$ cat src/rtl/bp_resolve_pkg.sv
// Shared types and constants for the branch-resolution block.
package bp_resolve_pkg;

  localparam int unsigned INST_ADDR_W          = 32;
  localparam int unsigned FLUSH_CYCLES_DEFAULT = 2;

  typedef logic [INST_ADDR_W-1:0] inst_addr_t;

  localparam inst_addr_t ZERO_WORD = '0;

  typedef enum logic {
    ST_IDLE  = 1'b0,
    ST_FLUSH = 1'b1
  } bp_state_t;

  // One in-flight prediction as issued by ID.
  typedef struct packed {
    inst_addr_t pc;
    logic       taken;
    inst_addr_t addr;
  } pred_entry_t;

  // Saturating increment for the statistics counters.
  function automatic logic [31:0] sat_inc(input logic [31:0] v);
    return (v == '1) ? v : v + 32'd1;
  endfunction

endpackage

$ cat src/rtl/bp_pred_fifo.sv
// In-order queue of outstanding predictions. Push while full is dropped unless
// a pop happens in the same cycle; pop while empty is ignored; clear wins over both.
module bp_pred_fifo
  import bp_resolve_pkg::*;
#(
  parameter int unsigned DEPTH = 4
) (
  input  logic        clk,
  input  logic        rst,
  input  logic        push,
  input  logic        pop,
  input  logic        clear,
  input  pred_entry_t wdata,
  output pred_entry_t rdata,
  output logic        full,
  output logic        empty
);

  localparam int unsigned AW = $clog2(DEPTH);

  pred_entry_t     mem [DEPTH];
  logic [AW-1:0]   wr_ptr;
  logic [AW-1:0]   rd_ptr;
  logic [AW:0]     count;
  logic            do_push;
  logic            do_pop;

  assign full    = (count == (AW+1)'(DEPTH));
  assign empty   = (count == '0);
  assign do_pop  = pop & ~empty & ~clear;
  // A pop in the same cycle frees the slot being written, so push at full is legal then.
  assign do_push = push & ~clear & (~full | (pop & ~empty));
  assign rdata   = mem[rd_ptr];

  // Pointer and occupancy tracking; pointers wrap naturally at DEPTH (power of 2).
  always_ff @(posedge clk) begin
    if (rst || clear) begin
      wr_ptr <= '0;
      rd_ptr <= '0;
      count  <= '0;
    end else begin
      if (do_push) wr_ptr <= wr_ptr + AW'(1);
      if (do_pop)  rd_ptr <= rd_ptr + AW'(1);
      case ({do_push, do_pop})
        2'b10:   count <= count + (AW+1)'(1);
        2'b01:   count <= count - (AW+1)'(1);
        default: count <= count;
      endcase
    end
  end

  // Entry storage; contents are only meaningful between push and pop.
  always_ff @(posedge clk) begin
    if (do_push) mem[wr_ptr] <= wdata;
  end

endmodule

$ cat src/rtl/bp_resolve.sv
// Branch resolution: matches queued predictions against EX outcomes in order,
// raises flush/redirect on mispredict, emits predictor training and keeps stats.
module bp_resolve
  import bp_resolve_pkg::*;
#(
  parameter int unsigned DEPTH        = 4,
  parameter int unsigned FLUSH_CYCLES = FLUSH_CYCLES_DEFAULT
) (
  input  logic        clk,
  input  logic        rst,
  input  logic        hold_i,
  input  logic        pred_valid_i,
  input  logic [31:0] pred_pc_i,
  input  logic        pred_taken_i,
  input  logic [31:0] pred_addr_i,
  input  logic        ex_valid_i,
  input  logic [31:0] ex_pc_i,
  input  logic        ex_jump_i,
  input  logic [31:0] ex_target_i,
  output logic        flush_o,
  output logic [31:0] redirect_addr_o,
  output logic        upd_valid_o,
  output logic        upd_taken_o,
  output logic [31:0] upd_pc_o,
  output logic [31:0] branch_cnt_o,
  output logic [31:0] mispred_cnt_o,
  output logic        err_o
);

  localparam int unsigned FCW        = (FLUSH_CYCLES > 1) ? $clog2(FLUSH_CYCLES) : 1;
  localparam logic [FCW-1:0] FLUSH_LOAD = FCW'(FLUSH_CYCLES - 1);

  bp_state_t    state;
  logic [FCW-1:0] flush_cnt;

  pred_entry_t  push_entry;
  pred_entry_t  head;
  logic         q_full;
  logic         q_empty;

  logic         idle;
  logic         push_req;
  logic         pop_req;
  logic         overflow;
  logic         head_taken;
  inst_addr_t   head_addr;
  logic         pc_mismatch;
  logic         mispredict;
  logic         err_event;
  inst_addr_t   redirect_next;

  assign push_entry = '{pc: pred_pc_i, taken: pred_taken_i, addr: pred_addr_i};

  bp_pred_fifo #(
    .DEPTH (DEPTH)
  ) u_fifo (
    .clk   (clk),
    .rst   (rst),
    .push  (push_req),
    .pop   (pop_req),
    .clear (mispredict),
    .wdata (push_entry),
    .rdata (head),
    .full  (q_full),
    .empty (q_empty)
  );

  // Compare the queue head with the EX outcome; an empty queue reads as predicted not-taken.
  always_comb begin
    idle          = (state == ST_IDLE);
    push_req      = pred_valid_i & ~hold_i & idle;
    pop_req       = ex_valid_i & idle;
    overflow      = push_req & q_full & ~pop_req;
    head_taken    = q_empty ? 1'b0 : head.taken;
    head_addr     = q_empty ? ZERO_WORD : head.addr;
    pc_mismatch   = ~q_empty & (head.pc != ex_pc_i);
    mispredict    = pop_req & ((head_taken != ex_jump_i) |
                               (ex_jump_i & (head_addr != ex_target_i)) |
                               pc_mismatch);
    err_event     = overflow | (pop_req & q_empty) | (pop_req & pc_mismatch);
    redirect_next = ex_jump_i ? ex_target_i : ex_pc_i + 32'd4;
  end

  // Resolution FSM with registered flush/redirect, training strobe and statistics.
  always_ff @(posedge clk) begin
    if (rst) begin
      state           <= ST_IDLE;
      flush_cnt       <= '0;
      flush_o         <= 1'b0;
      redirect_addr_o <= ZERO_WORD;
      upd_valid_o     <= 1'b0;
      upd_taken_o     <= 1'b0;
      upd_pc_o        <= ZERO_WORD;
      branch_cnt_o    <= '0;
      mispred_cnt_o   <= '0;
      err_o           <= 1'b0;
    end else begin
      upd_valid_o <= 1'b0;
      case (state)
        ST_IDLE: begin
          if (pop_req) begin
            upd_valid_o  <= 1'b1;
            upd_taken_o  <= ex_jump_i;
            upd_pc_o     <= ex_pc_i;
            branch_cnt_o <= sat_inc(branch_cnt_o);
          end
          if (mispredict) begin
            mispred_cnt_o   <= sat_inc(mispred_cnt_o);
            flush_o         <= 1'b1;
            redirect_addr_o <= redirect_next;
            flush_cnt       <= FLUSH_LOAD;
            state           <= ST_FLUSH;
          end
          if (err_event) err_o <= 1'b1;
        end
        ST_FLUSH: begin
          if (flush_cnt == '0) begin
            flush_o <= 1'b0;
            state   <= ST_IDLE;
          end else begin
            flush_cnt <= flush_cnt - FCW'(1);
          end
        end
        default: begin
          flush_o <= 1'b0;
          state   <= ST_IDLE;
        end
      endcase
    end
  end

endmodule

$ cat config.mk
export PLATFORM = sky130hd
export DESIGN_NAME = bp_resolve
export DESIGN_NICKNAME = d
export VERILOG_FILES = /design/src/rtl/bp_resolve_pkg.sv /design/src/rtl/bp_pred_fifo.sv /design/src/rtl/bp_resolve.sv
export SDC_FILE = /design/constraint.sdc
export NUM_CORES = 1
export LEC_CHECK = 0
export ABC_AREA = 1
export ABC_CLOCK_PERIOD_IN_PS = 12590
export CELL_PAD_IN_SITES_DETAIL_PLACEMENT = 0
export CELL_PAD_IN_SITES_GLOBAL_PLACEMENT = 1
export CORE_MARGIN = 4
export CORE_UTILIZATION = 45
export DETAILED_ROUTE_END_ITERATION = 8
export PLACE_DENSITY_LB_ADDON = 0.1
export SETUP_SLACK_MARGIN = 0.05
export SYNTH_ARGS = -nofsm -noshare
export SYNTH_HDL_FRONTEND = slang
export SYNTH_SLANG_ARGS = --single-unit
$ cat constraint.sdc
create_clock -name clk -period 12.59 [get_ports clk]
set_clock_uncertainty 0.2 [all_clocks]
set_input_delay 1.259 -clock clk [delete_from_list [all_inputs] [get_ports clk]]
set_output_delay 1.259 -clock clk [all_outputs]
set_load 0.03 [all_outputs]
; ---- Word level (Yosys, flattened, before mapping)
; Memory sizes are Yosys's and may differ from the RTL's. A register that Yosys moved wholly into a read port is not among the register bits.
; Cells that the tools add are included.
[op_classes]
mux = 17
bitwise_logic = 27
eq_ne = 10
addsub = 8
n_reduce_logical = 10
[op_table]
columns = cell, count
row1 = adder 32 x 1 -> 32 bit (second input constant), 2
row2 = == test 32 bit (second input constant), 2
row3 = two-way mux 32 bit, 2
row4 = inequality test 32 bit, 2
row5 = adder 32 x 3 -> 32 bit (second input constant), 1
row6 = AND 1 bit, 14
row7 = two-way mux 1 bit, 9
row8 = inverter 1 bit, 8
row9 = AND reduction 2 bit, 4
row10 = case mux 1 bit (2 select lines), 3
row11 = case mux 3 bit (2 select lines), 1
row12 = AND reduction 3 bit, 2
row13 = OR 1 bit, 5
row14 = adder 2 x 1 -> 2 bit (second input constant), 2
row15 = two-way mux 2 bit, 2
row16 = adder 3 x 1 -> 3 bit (second input constant), 1
row17 = == test 3 bit (second input constant), 1
row18 = logical NOT 3 bit, 1
row19 = subtractor 3 x 1 -> 3 bit (second input constant), 1
row20 = == test 2 x 1 -> 1 bit (second input constant), 1
row21 = == test 2 bit (second input constant), 1
row22 = inequality test 2 x 1 -> 1 bit (second input constant), 1
row23 = inequality test 2 bit (second input constant), 1
row24 = nonzero test 2 bit, 1
row25 = 4 further kinds, 4
[totals]
word_cells = 86
ff_bits = 141
ram_bits = 260
n_memories = 1
[mem_list]
columns = name, words, word_bits, rd, rd_ports_with_merged_regs, wr, line
row1 = u_fifo.mem, 4, 65, 1, 1, 1, bp_pred_fifo.sv:21  ; pred_entry_t mem [DEPTH];

; ---- Longest topological paths before layout
; Gate-level depths: netlist of run 1.
[logic_depth]
depth_word = 12
mapped_depth = 28
mapped_depth_nobuf = 24

; ---- Modules after synthesis
; From an unflattened synthesis of run 1, not the netlist that was laid out.
[unflattened]
cells_unflattened = 2107
area_unflattened_um2 = 19079.5
[modules_own_cells]
columns = mod, seq_area_each_um2, area_per_inst_um2, cells_per_inst, n_inst
row1 = bp_pred_fifo, 7987.7, 10470.0, 708, 1
row2 = bp_resolve, 2682.6, 8609.5, 1399, 1

; ---- Least setup slack after synthesis of run 1
; OpenSTA, ideal clock, no wires.
[synth_timing]
kind = input -> register
startpoint = in ex_pc_i[20]
endpoint = mem u_fifo.mem[0][0] (netlist name), enable pin
stages = 13
required_time_ns = 11.901
arrival_ns = 5.258
slack_ns = 6.643
setup_time_ns = 0.489
path_cell_list = clkbuf_1 -> xor2_1 -> nand3_1 -> nor2_1 -> nand2_1 -> nor2_1 -> nand2_1 -> nand2_1 -> nand2_2 -> nand2_2 -> buf_6 -> nand2_1 -> nor2_1
[synth_between]
elab_chain_cells = 9
[synth_rtl]
columns = element, line
row1 = start: declaration, bp_resolve.sv:17  ; input logic [31:0] ex_pc_i,
row2 = inequality test 32 bit, bp_resolve.sv:76  ; pc_mismatch = ~q_empty & (head.pc != ex_pc_i);
row3 = AND 1 bit, bp_resolve.sv:76
row4 = OR 1 bit, bp_resolve.sv:78  ; (ex_jump_i & (head_addr != ex_target_i)) |
row5 = AND 1 bit, bp_resolve.sv:77  ; mispredict = pop_req & ((head_taken != ex_jump_i) |
row6 = inverter 1 bit, bp_pred_fifo.sv:32  ; assign do_push = push & ~clear & (~full | (pop & ~empty));
row7 = AND 1 bit (2 in series), bp_pred_fifo.sv:32
row8 = two-way mux 1 bit, bp_pred_fifo.sv:54  ; if (do_push) mem[wr_ptr] <= wdata;
row9 = two-way mux 1 bit (implied by the code), bp_pred_fifo.sv:54
row10 = end: declaration, bp_pred_fifo.sv:21
; No other way between the ends.

==> flow_metrics.env, run 1 <==
export IMPL_switchingPower_mw=0.7534
export IMPL_netlist_instances=2230
export IMPL_synth_edf_count=260
export IMPL_criticalPathCategory="flip-flop to flip-flop"
export IMPL_synth_avg_cell_area_um2=8.531
export IMPL_power_density_mw_per_mm2=129.2
export IMPL_synth_top_area_share_pct=41.04
export IMPL_post_cts_buffers=0
export IMPL_grt_setup_unrepaired="no"
export IMPL_dieArea_mm2=0.04563
export IMPL_arrival_ps=6380
export IMPL_yosysMostFrequentCell="nand2_1"
export IMPL_insertion_delay_ps=590
export IMPL_detail_route_antenna_nets=0
export IMPL_cp_max_fo=112
export IMPL_reg2reg_slack_ps=6220
export IMPL_die_h_um=213.6
export IMPL_period_needed_ps=6374
export IMPL_synth_seq_cells=403
export IMPL_slowest_stage="buf_4"
export IMPL_max_cap_violations=0
export IMPL_finalNetCount=2601
export IMPL_fp_coreArea_mm2=0.04185
export IMPL_synth_area_mm2=0.01902
export IMPL_min_path_type="flip-flop to flip-flop"
export IMPL_tns_ps=0
export IMPL_ir_worst_vdd_uv=116.7
export IMPL_grt_pass1_vias=14635
export IMPL_tightest_slew_ps=1198
export IMPL_intPower_mw=2.265
export IMPL_report_final_slew_viol_count=0
export IMPL_combPwrFrac_pct=10.8
export IMPL_rows=75
export IMPL_diodes=0
export IMPL_clockBufferDepth=3
export IMPL_port_buffers=266
export IMPL_p_leak_nw=9.136
export IMPL_place_ws_ps=6216
export IMPL_drt_initial_drc_count=1164
export IMPL_ys_warn_count=0
export IMPL_first_pass_iters=5
export IMPL_root_buffer="clkbuf_16"
export IMPL_r2r_end="u_fifo.mem[3][44]"
export IMPL_stdcell_area_mm2=0.02336
export IMPL_finalSetupViolations=0
export IMPL_drc=0
export IMPL_setup_worst_path_end="u_fifo.mem[3][44]"
export IMPL_fin_crit_sh_pct=50.63
export IMPL_cts_tree="yes"
export IMPL_max_slew_margin_pct=20.13
export IMPL_ys_top_cells_by_count="nand2_1, edfxtp_1, inv_1"
export IMPL_grt_usage_pct=24.84
export IMPL_cp_slowest_stage_delay_ps=830
export IMPL_ys_flop_type="edfxtp_1"
export IMPL_initial_core_util_pct=45.46
export IMPL_io_pins=267
export IMPL_swShare_pct=24.96
export IMPL_synthToLayoutAreaGrowth_pct=22.78
export IMPL_place_congestion=0.8674
export IMPL_seq_area_frac_synth_pct=56.09
export IMPL_htree_num_levels=2
export IMPL_synth_cell_types=36
export IMPL_clkSinkCount=403
export IMPL_dpl_hpwl_um=40940
export IMPL_path_cells="clkinv_2 -> buf_4 -> nand2_1 -> nand3_1 -> nand2_1 -> xor2_1 -> nand2_1 -> nor2_1 -> nand2_1 -> nor2_1 -> nand2_1 -> nand2_1 -> nand2_2 -> nand2_2 -> nand2_1 -> nor2_4 -> buf_4"
export IMPL_tritoncts_num_buffers=45
export IMPL_synth_fp_nets=2374
export IMPL_worst_slack_ps=6216
export IMPL_max_freq_mhz=156.9
export IMPL_dr_total_vias=15729
export IMPL_grt_antenna_before_repair=1
export IMPL_outcome="finished clean"
export IMPL_grt_pass1_wl_um=86730
export IMPL_clkTransAtPathRegs_ps=60
export IMPL_routed_wirelength_um=58480
export IMPL_reg2reg_depth=17
export IMPL_grt_overflow_total=0
export IMPL_cp_end_kind="flip-flop"
export IMPL_fp_dieW_um=213.6
export IMPL_async_reset_ff_share_pct=0
export IMPL_start_kind="flip-flop"
export IMPL_crit_required_ps=12590
export IMPL_hold_buffers=0
export IMPL_power_frac_clock_pct=40.9
export IMPL_cts_resized=0
export IMPL_post_drt_via_cell_ratio=5.195
export IMPL_synth_top_area_cell="edfxtp_1"
export IMPL_yosys_top_cells_area="edfxtp_1, dfxtp_1, nand2_1, inv_1, nand3_1"
export IMPL_place_area_mm2=0.02197
export IMPL_hold_viol=0
export IMPL_cp_common_cell="nand2_1"
export IMPL_drive_gt1_share_pct=3.817
export IMPL_grt_start_max_net_pins=113
export IMPL_seqPwrFrac_pct=48.4
export IMPL_wl_per_cell_um=19.31
==> layout by cell type, fill, tap and decap left out, types with 8 or more instances in the layout <==
| master | instances |
|---|---|
| clkbuf_16 | 45 |
| xnor2_1 | 9 |
| nor2_1 | 173 |
| clkbuf_1 | 11 |
| ha_1 | 8 |
| nor4_1 | 22 |
| dfxtp_1 | 141 |
| nand3b_1 | 10 |
| clkinv_2 | 9 |
| a21oi_1 | 96 |
| nor3_1 | 47 |
| nand2_1 | 682 |
| buf_4 | 15 |
| clkdlybuf4s50_1 | 265 |
| xor2_1 | 68 |
| nand3_1 | 175 |
| o21ai_0 | 105 |
| nand4_1 | 52 |
| inv_1 | 238 |
| edfxtp_1 | 260 |
==> power groups by stage <==
stage               clock network (mW)  registers (mW)  logic (mW)
floorplan                            0            1.53       0.124
global placement                     0            1.49       0.322
detailed placement                   0            1.49       0.324
CTS                               1.26            1.46       0.325
global route                      1.31            1.46       0.350
finish                            1.23            1.46       0.325
==> per-layer routing <==
metal / wire length, µm / vias to the layer above / track usage [%]
met5: 0 / - / 0
met4: 1251 / 0 / 6.400
met3: 3319 / 82 / 3.511
met2: 27590 / 440 / 40.85
met1: 26310 / 7434 / 35.01
li1: - / 7773 / -
==> state kept, by name, indices dropped and copies added, names as in the netlist, named ones only <==
name	flops
flush_cnt	1
mispred_cnt_o	32
flush_o	1
u_fifo.wr_ptr	2
upd_valid_o	1
u_fifo.rd_ptr	2
branch_cnt_o	32
u_fifo.count	3
err_o	1
state	1
upd_pc_o	32
redirect_addr_o	32
upd_taken_o	1
u_fifo.mem	260
==> cells by family after synthesis <==
family | after synthesis | share of synthesized area [%]
xor+xnor | 77 | 3.545
flops | 403 | 56.09
compound gates | 217 | 5.880
simple gates | 1178 | 26.06
buf+inv | 343 | 7.642
fa+ha+maj | 9 | 0.6314
mux | 3 | 0.1578
==> critical path, delay by kind of cell (launching register included) <==
kind	cells	cell delay (ps)
AND/OR/NAND/NOR	13	2920
flip-flops	1	760
buffers and inverters	3	1790
XOR/XNOR	1	140
==> worst min-delay path by stage <==
| stage | startpoint | to | slack (ps) | depth (start not counted) |
|---|---|---|---|---|
| 2_1_floorplan | flush_cnt | state | 250 | 2 |
| 3_3_place_gp | err_o | err_o | 250 | 2 |
| 3_5_place_dp | flush_cnt | state | 260 | 2 |
| 4_1_cts | flush_cnt | state | 270 | 2 |
| 5_1_grt | err_o | err_o | 280 | 2 |
| 6_report | err_o | err_o | 270 | 2 |
==> metrics by stage <==
step	instances	utilization [%]	power (mW)	hold WS, ps
after floorplan	2230	-	1.651	246.2
after detailed placement	2949	52.51	1.812	259.8
final	3028	55.81	3.019	269.3
after global routing	3028	55.81	3.126	280.7
after CTS	3028	55.81	3.049	268.3
after global placement	2949	52.51	1.809	246.8
==> layout make-up <==
cell class / instances / area (µm²)
clock buffer: 60 / 1222
fill: 3894 / 18500
multi-input combinational: 1484 / 6943
timing repair buffer: 281 / 2770
inverter: 242 / 909.6
sequential: 403 / 10680
tap: 539 / 674.4
clock inverter: 19 / 160.2
Note: power is estimated with default switching activity, not from simulation.
==> inputs of run 2 (changes only) <==
ABC_CLOCK_PERIOD_IN_PS = 6500   (was 12590)
CORE_UTILIZATION = 41   (was 45)
clock period = 6.5 ns   (was 12.59 ns; I/O delays follow)
==> run 2 against run 1 <==
Against the previous run: sequential power rose by 94%; combinational power increased by 94%; sequential share of layout area decreased by 0.61 points; hold slack got worse by 10 ps; setup slack got worse by 5000 ps; sequential cell count did not move; utilization decreased by 3.9 points; wire length rose by 1.9%; via count is 0.71% lower; clock-buffer cell count unchanged; non-clock buffer count increased by 4; maximum frequency rose by 21%.
==> flow_metrics.env, run 2 (synthesis results as in run 1) <==
export IMPL_finalNetCount=2605
export IMPL_largest_reg_flops=260
export IMPL_reg2reg_slack_ps=1250
export IMPL_place_congestion=0.9193
export IMPL_initial_core_util_pct=41.74
export IMPL_max_slew_margin_pct=32.36
export IMPL_tns_ps=0
export IMPL_grt_pass1_wl_um=88780
export IMPL_finalSetupViolations=0
export IMPL_final_common_cell="nand2_1"
export IMPL_top_register="u_fifo.mem"
export IMPL_whs_endpoint="err_o"
export IMPL_p_leak_nw=9.242
export IMPL_drt_initial_drc_count=1108
export IMPL_stdcell_area_mm2=0.02367
export IMPL_tightest_slew_ps=1015
export IMPL_arrival_ps=5540
export IMPL_layout_common_cells="nand2_1, clkdlybuf4s50_1, edfxtp_1, inv_1, nand3_1"
export IMPL_start_kind="flip-flop"
export IMPL_grt_setup_unrepaired="no"
export IMPL_fillerInstances=4281
export IMPL_dieArea_mm2=0.04991
export IMPL_grt_antenna_before_repair=1
export IMPL_root_buffer="clkbuf_16"
export IMPL_r2r_end="u_fifo.count[1]"
export IMPL_max_freq_mhz=190.4
export IMPL_insertion_delay_ps=590
export IMPL_synthToLayoutAreaGrowth_pct=24.41
export IMPL_tritoncts_num_buffers=45
export IMPL_crit_required_ps=6790
export IMPL_fp_coreArea_mm2=0.04558
export IMPL_drc=0
export IMPL_cts_resized=0
export IMPL_clockBufferDepth=3
export IMPL_hold_buffers=0
export IMPL_dr_total_vias=15617
export IMPL_drive_gt1_share_pct=4.130
export IMPL_die_h_um=223.4
export IMPL_htree_num_levels=2
export IMPL_first_pass_iters=5
export IMPL_detail_route_antenna_nets=0
export IMPL_io_pins=267
export IMPL_worst_slack_ps=1248
export IMPL_criticalPathCategory="flip-flop to flip-flop"
export IMPL_routed_wirelength_um=59580
export IMPL_rows=78
export IMPL_reg2reg_depth=21
export IMPL_wl_per_cell_um=19.26
export IMPL_diodes=0
export IMPL_clkTransAtPathRegs_ps=60
export IMPL_post_cts_buffers=0
export IMPL_hold_depth=2
export IMPL_place_area_mm2=0.02213
export IMPL_fp_dieW_um=223.4
export IMPL_hold_viol=0
export IMPL_period_needed_ps=5252
export IMPL_clkSinkCount=403
export IMPL_report_final_slew_viol_count=0
export IMPL_cp_max_fo=93
export IMPL_grt_overflow_total=0
export IMPL_grt_usage_pct=23.04
export IMPL_cts_tree="yes"
export IMPL_grt_start_max_net_pins=96
export IMPL_worst_hold_startpoint="err_o"
export IMPL_ir_worst_vdd_uv=210.3
export IMPL_max_cap_violations=0
export IMPL_power_density_mw_per_mm2=257.9
export IMPL_port_buffers=266
export IMPL_outcome="finished clean"
export IMPL_dpl_hpwl_um=42100
export IMPL_fin_crit_sh_pct=80.80
export IMPL_cp_end_kind="flip-flop"
export IMPL_min_path_type="flip-flop to flip-flop"
export IMPL_post_drt_via_cell_ratio=5.048
export IMPL_grt_pass1_vias=14633
export IMPL_place_ws_ps=1230
run 2: cell count changes in the layout (fill, tap and decap cells not counted), moves of 2 or more:
cell,before,now
bufinv_16,1,7
clkinv_2,9,6
clkinv_1,7,5
buf_12,0,4
run 2: worst max path at each step:
stage / end / startpoint / cells past startpoint
2_1_floorplan: u_fifo.mem[0][0] / flip-flop / 21
3_3_place_gp: u_fifo.mem[2][11] / flip-flop / 18
3_5_place_dp: u_fifo.mem[3][16] / flip-flop / 18
4_1_cts: u_fifo.count[1] / flip-flop / 22
5_1_grt: u_fifo.count[1] / flip-flop / 22
6_report: u_fifo.count[1] / flip-flop / 21
run 2: critical path, stage by stage (launching register included):
cell	delay (ps)
dfxtp_4	620
clkinv_2	560
buf_12	420
nand2_1	120
nand3_1	70
nand2_1	140
xor2_1	150
nand2_1	70
nor2_1	130
nand2_1	80
nor2_1	190
nand2_1	170
nand2_1	150
nand2_2	450
nand2_2	210
nand2_1	290
ha_1	310
inv_1	90
fa_1	410
nand2_1	70
o21ai_0	70
nor2_1	90
run 2: stage by stage:
step	utilization [%]	cells	hold WS (ps)	power, mW
2_1_floorplan	-	2230	246.2	3.198
3_3_place_gp	48.55	3014	246.2	3.508
3_5_place_dp	48.55	3014	252.2	3.513
4_1_cts	51.93	3094	261.8	6.158
5_1_grt	51.93	3094	288.1	6.306
6_report	51.93	3094	259.2	6.103
run 2: final cells by class:
cell class                      count  area, µm²  share of cell area [%]
Sequential cell                   403      10680                   45.10
Inverter                          242      909.6                   3.843
Multi-Input combinational cell   1484       6943                   29.33
Clock inverter                     20      312.8                   1.322
Tap cell                          600      750.7                   3.172
Clock buffer                       60       1226                   5.181
Timing Repair Buffer              285       2850                   12.04
run 2: routing by layer:
metal,track usage (%),part of all wire (%)
met1,32.44,46
met2,36.84,46
met3,3.539,5.4
met4,7.218,3.0
met5,0,0
run 2: where the power goes:
group / leakage [nW] / total, mW / switching, mW / internal [mW]
clock: 0.747 / 2.64 / 1.04 / 1.61
combinational: 4.97 / 0.632 / 0.404 / 0.228
sequential: 3.52 / 2.83 / 0.0339 / 2.79
==> inputs of run 3 (changes only) <==
ABC_CLOCK_PERIOD_IN_PS = 4550   (was 6500)
CORE_UTILIZATION = 37   (was 41)
clock period = 4.55 ns   (was 6.5 ns; I/O delays follow)
==> run 3 against run 2 <==
Against the previous run: clock power up 41%; clock-buffer cell count down 4; critical path depth rose by 1; register-to-register slack got worse by 680 ps; global-route usage decreased by 1.2 points; via count up 0.56%; power increased by 43%; critical endpoint is now u_fifo.count[2]; sequential cell count unchanged; setup slack got worse by 680 ps.
==> flow_metrics.env, run 3 (synthesis results as in run 1) <==
export IMPL_die_h_um=234.8
export IMPL_grt_antenna_before_repair=2
export IMPL_place_area_mm2=0.02247
export IMPL_hold_viol=0
export IMPL_hold_depth=2
export IMPL_cts_resized=0
export IMPL_cp_common_cell="nand2_1"
export IMPL_htree_num_levels=2
export IMPL_grt_start_max_net_pins=133
export IMPL_dieArea_mm2=0.05511
export IMPL_path_delay_family="simple AND/OR/NAND/NOR gates"
export IMPL_grt_setup_unrepaired="no"
export IMPL_swShare_pct=24.95
export IMPL_r2r_end="u_fifo.count[2]"
export IMPL_combPwrFrac_pct=10.7
export IMPL_fillerInstances=4914
export IMPL_clockBufferDepth=3
export IMPL_start_kind="flip-flop"
export IMPL_path_cells="buf_12 -> o21ai_0 -> o21ai_1 -> nand2_1 -> nand2_1 -> nand2_1 -> nand2_1 -> nor2_1 -> nand2_1 -> nor2_1 -> nand2_1 -> nand2_2 -> nand2_2 -> nand2_2 -> nand2_1 -> ha_1 -> inv_1 -> fa_1 -> a21oi_1 -> o21ai_0 -> xor2_1 -> nor2_1"
export IMPL_finalNetCount=2622
export IMPL_largest_reg_flops=260
export IMPL_grt_usage_pct=21.84
export IMPL_wl_met1_um=28230
export IMPL_cp_max_fo=132
export IMPL_grt_overflow_total=0
export IMPL_highest_layer="met4"
export IMPL_finalSetupViolations=0
export IMPL_grt_pass1_vias=15065
export IMPL_power_density_mw_per_mm2=362.4
export IMPL_cp_slowest_stage_delay_ps=440
export IMPL_outcome="finished clean"
export IMPL_power_frac_clock_pct=42.9
export IMPL_fp_dieW_um=234.8
export IMPL_stdcell_area_mm2=0.02401
export IMPL_tightest_slew_ps=791.9
export IMPL_final_common_cell="nand2_1"
export IMPL_period_needed_ps=3981
export IMPL_min_path_type="flip-flop to flip-flop"
export IMPL_switchingPower_mw=2.172
export IMPL_wl_met3_um=3059
export IMPL_slowest_stage="buf_12"
export IMPL_tns_ps=0
export IMPL_wl_per_cell_um=19.59
export IMPL_dpl_hpwl_um=45210
export IMPL_drive_gt1_share_pct=5.010
export IMPL_top_register="u_fifo.mem"
export IMPL_cts_tree="yes"
export IMPL_intPower_mw=6.532
export IMPL_met2WireLength_um=29370
export IMPL_tritoncts_num_buffers=45
export IMPL_max_freq_mhz=251.2
export IMPL_post_drt_via_cell_ratio=4.923
export IMPL_post_cts_buffers=0
export IMPL_arrival_ps=4290
export IMPL_place_congestion=0.9112
export IMPL_p_leak_nw=9.365
export IMPL_drt_initial_drc_count=1048
export IMPL_max_slew_margin_pct=47.21
export IMPL_fp_coreArea_mm2=0.05048
export IMPL_reg2reg_slack_ps=570
export IMPL_crit_cells=22
export IMPL_drc=0
export IMPL_dr_total_vias=15704
export IMPL_total_power_mw=8.703
export IMPL_fin_util_pct=47.57
export IMPL_seqPwrFrac_pct=46.4
export IMPL_port_buffers=266
export IMPL_cp_num_buf_inv=2
export IMPL_initial_core_util_pct=37.69
export IMPL_reg2reg_depth=22
export IMPL_first_pass_iters=5
export IMPL_detail_route_antenna_nets=0
export IMPL_crit_required_ps=4860
export IMPL_routed_wirelength_um=62480
export IMPL_layout_common_cells="nand2_1, clkdlybuf4s50_1, edfxtp_1, inv_1, nand3_1"
export IMPL_ir_worst_vdd_uv=308.6
export IMPL_cp_end_kind="flip-flop"
export IMPL_io_pins=267
export IMPL_root_buffer="clkbuf_16"
export IMPL_insertion_delay_ps=590
export IMPL_clkSinkCount=403
export IMPL_rows=82
export IMPL_synthToLayoutAreaGrowth_pct=26.22
export IMPL_grt_pass1_wl_um=93720
export IMPL_clkTransAtPathRegs_ps=60
export IMPL_worst_hold_startpoint="err_o"
export IMPL_report_final_slew_viol_count=0
export IMPL_criticalPathCategory="flip-flop to flip-flop"
export IMPL_hold_buffers=0
export IMPL_whs_endpoint="err_o"
export IMPL_max_cap_violations=0
export IMPL_fin_crit_sh_pct=87.50
[run 3: area by class of cell]
class	instances	area (µm²)	area share, %
inverters	242	909.6	3.788
multi-input cells	1484	6943	28.91
well taps	672	840.8	3.501
clock buffers	56	1217	5.070
diodes	3	7.507	0.03126
repair buffers	302	3103	12.92
flip-flops and latches	403	10680	44.46
clock inverters	28	316.6	1.318
[run 3: per-layer routing]
layer | vias up | GRT usage, %
li1 | 7820 | -
met1 | 7380 | 29.81
met2 | 404 | 36.08
met3 | 100 | 3.189
met4 | 0 | 7.000
met5 | - | 0
[run 3: metrics by stage]
step	hold slack (ps)	setup slack (ps)	instances
global placement	239.8	671.1	3103
floorplan	246.2	-817.1	2230
finish	262.9	568.8	3190
CTS	257.8	584.1	3187
detailed placement	248.5	598.2	3103
global route	287.7	232.3	3189
[run 3: worst max path at each step]
stage | to | slack (ps)
after global routing | u_fifo.count[2] | 230
after global placement | u_fifo.count[2] | 670
final | u_fifo.count[2] | 570
after detailed placement | u_fifo.count[2] | 600
after CTS | u_fifo.count[2] | 580
after floorplan | u_fifo.mem[0][0] | -820
[run 3: tightest hold or removal path, cell delays in order, from the launching register on]
cell	delay (ps)
dfxtp_1	310
inv_1	50
a21oi_1	50
[run 3: power by group through the flow]
| stage | registers, mW | clock network [mW] | logic (mW) |
|---|---|---|---|
| floorplan | 4.23 | 0 | 0.342 |
| global placement | 4.11 | 0 | 0.931 |
| detailed placement | 4.12 | 0 | 0.934 |
| CTS | 4.04 | 3.84 | 0.937 |
| global route | 4.05 | 3.97 | 1.01 |
| finish | 4.04 | 3.73 | 0.932 |
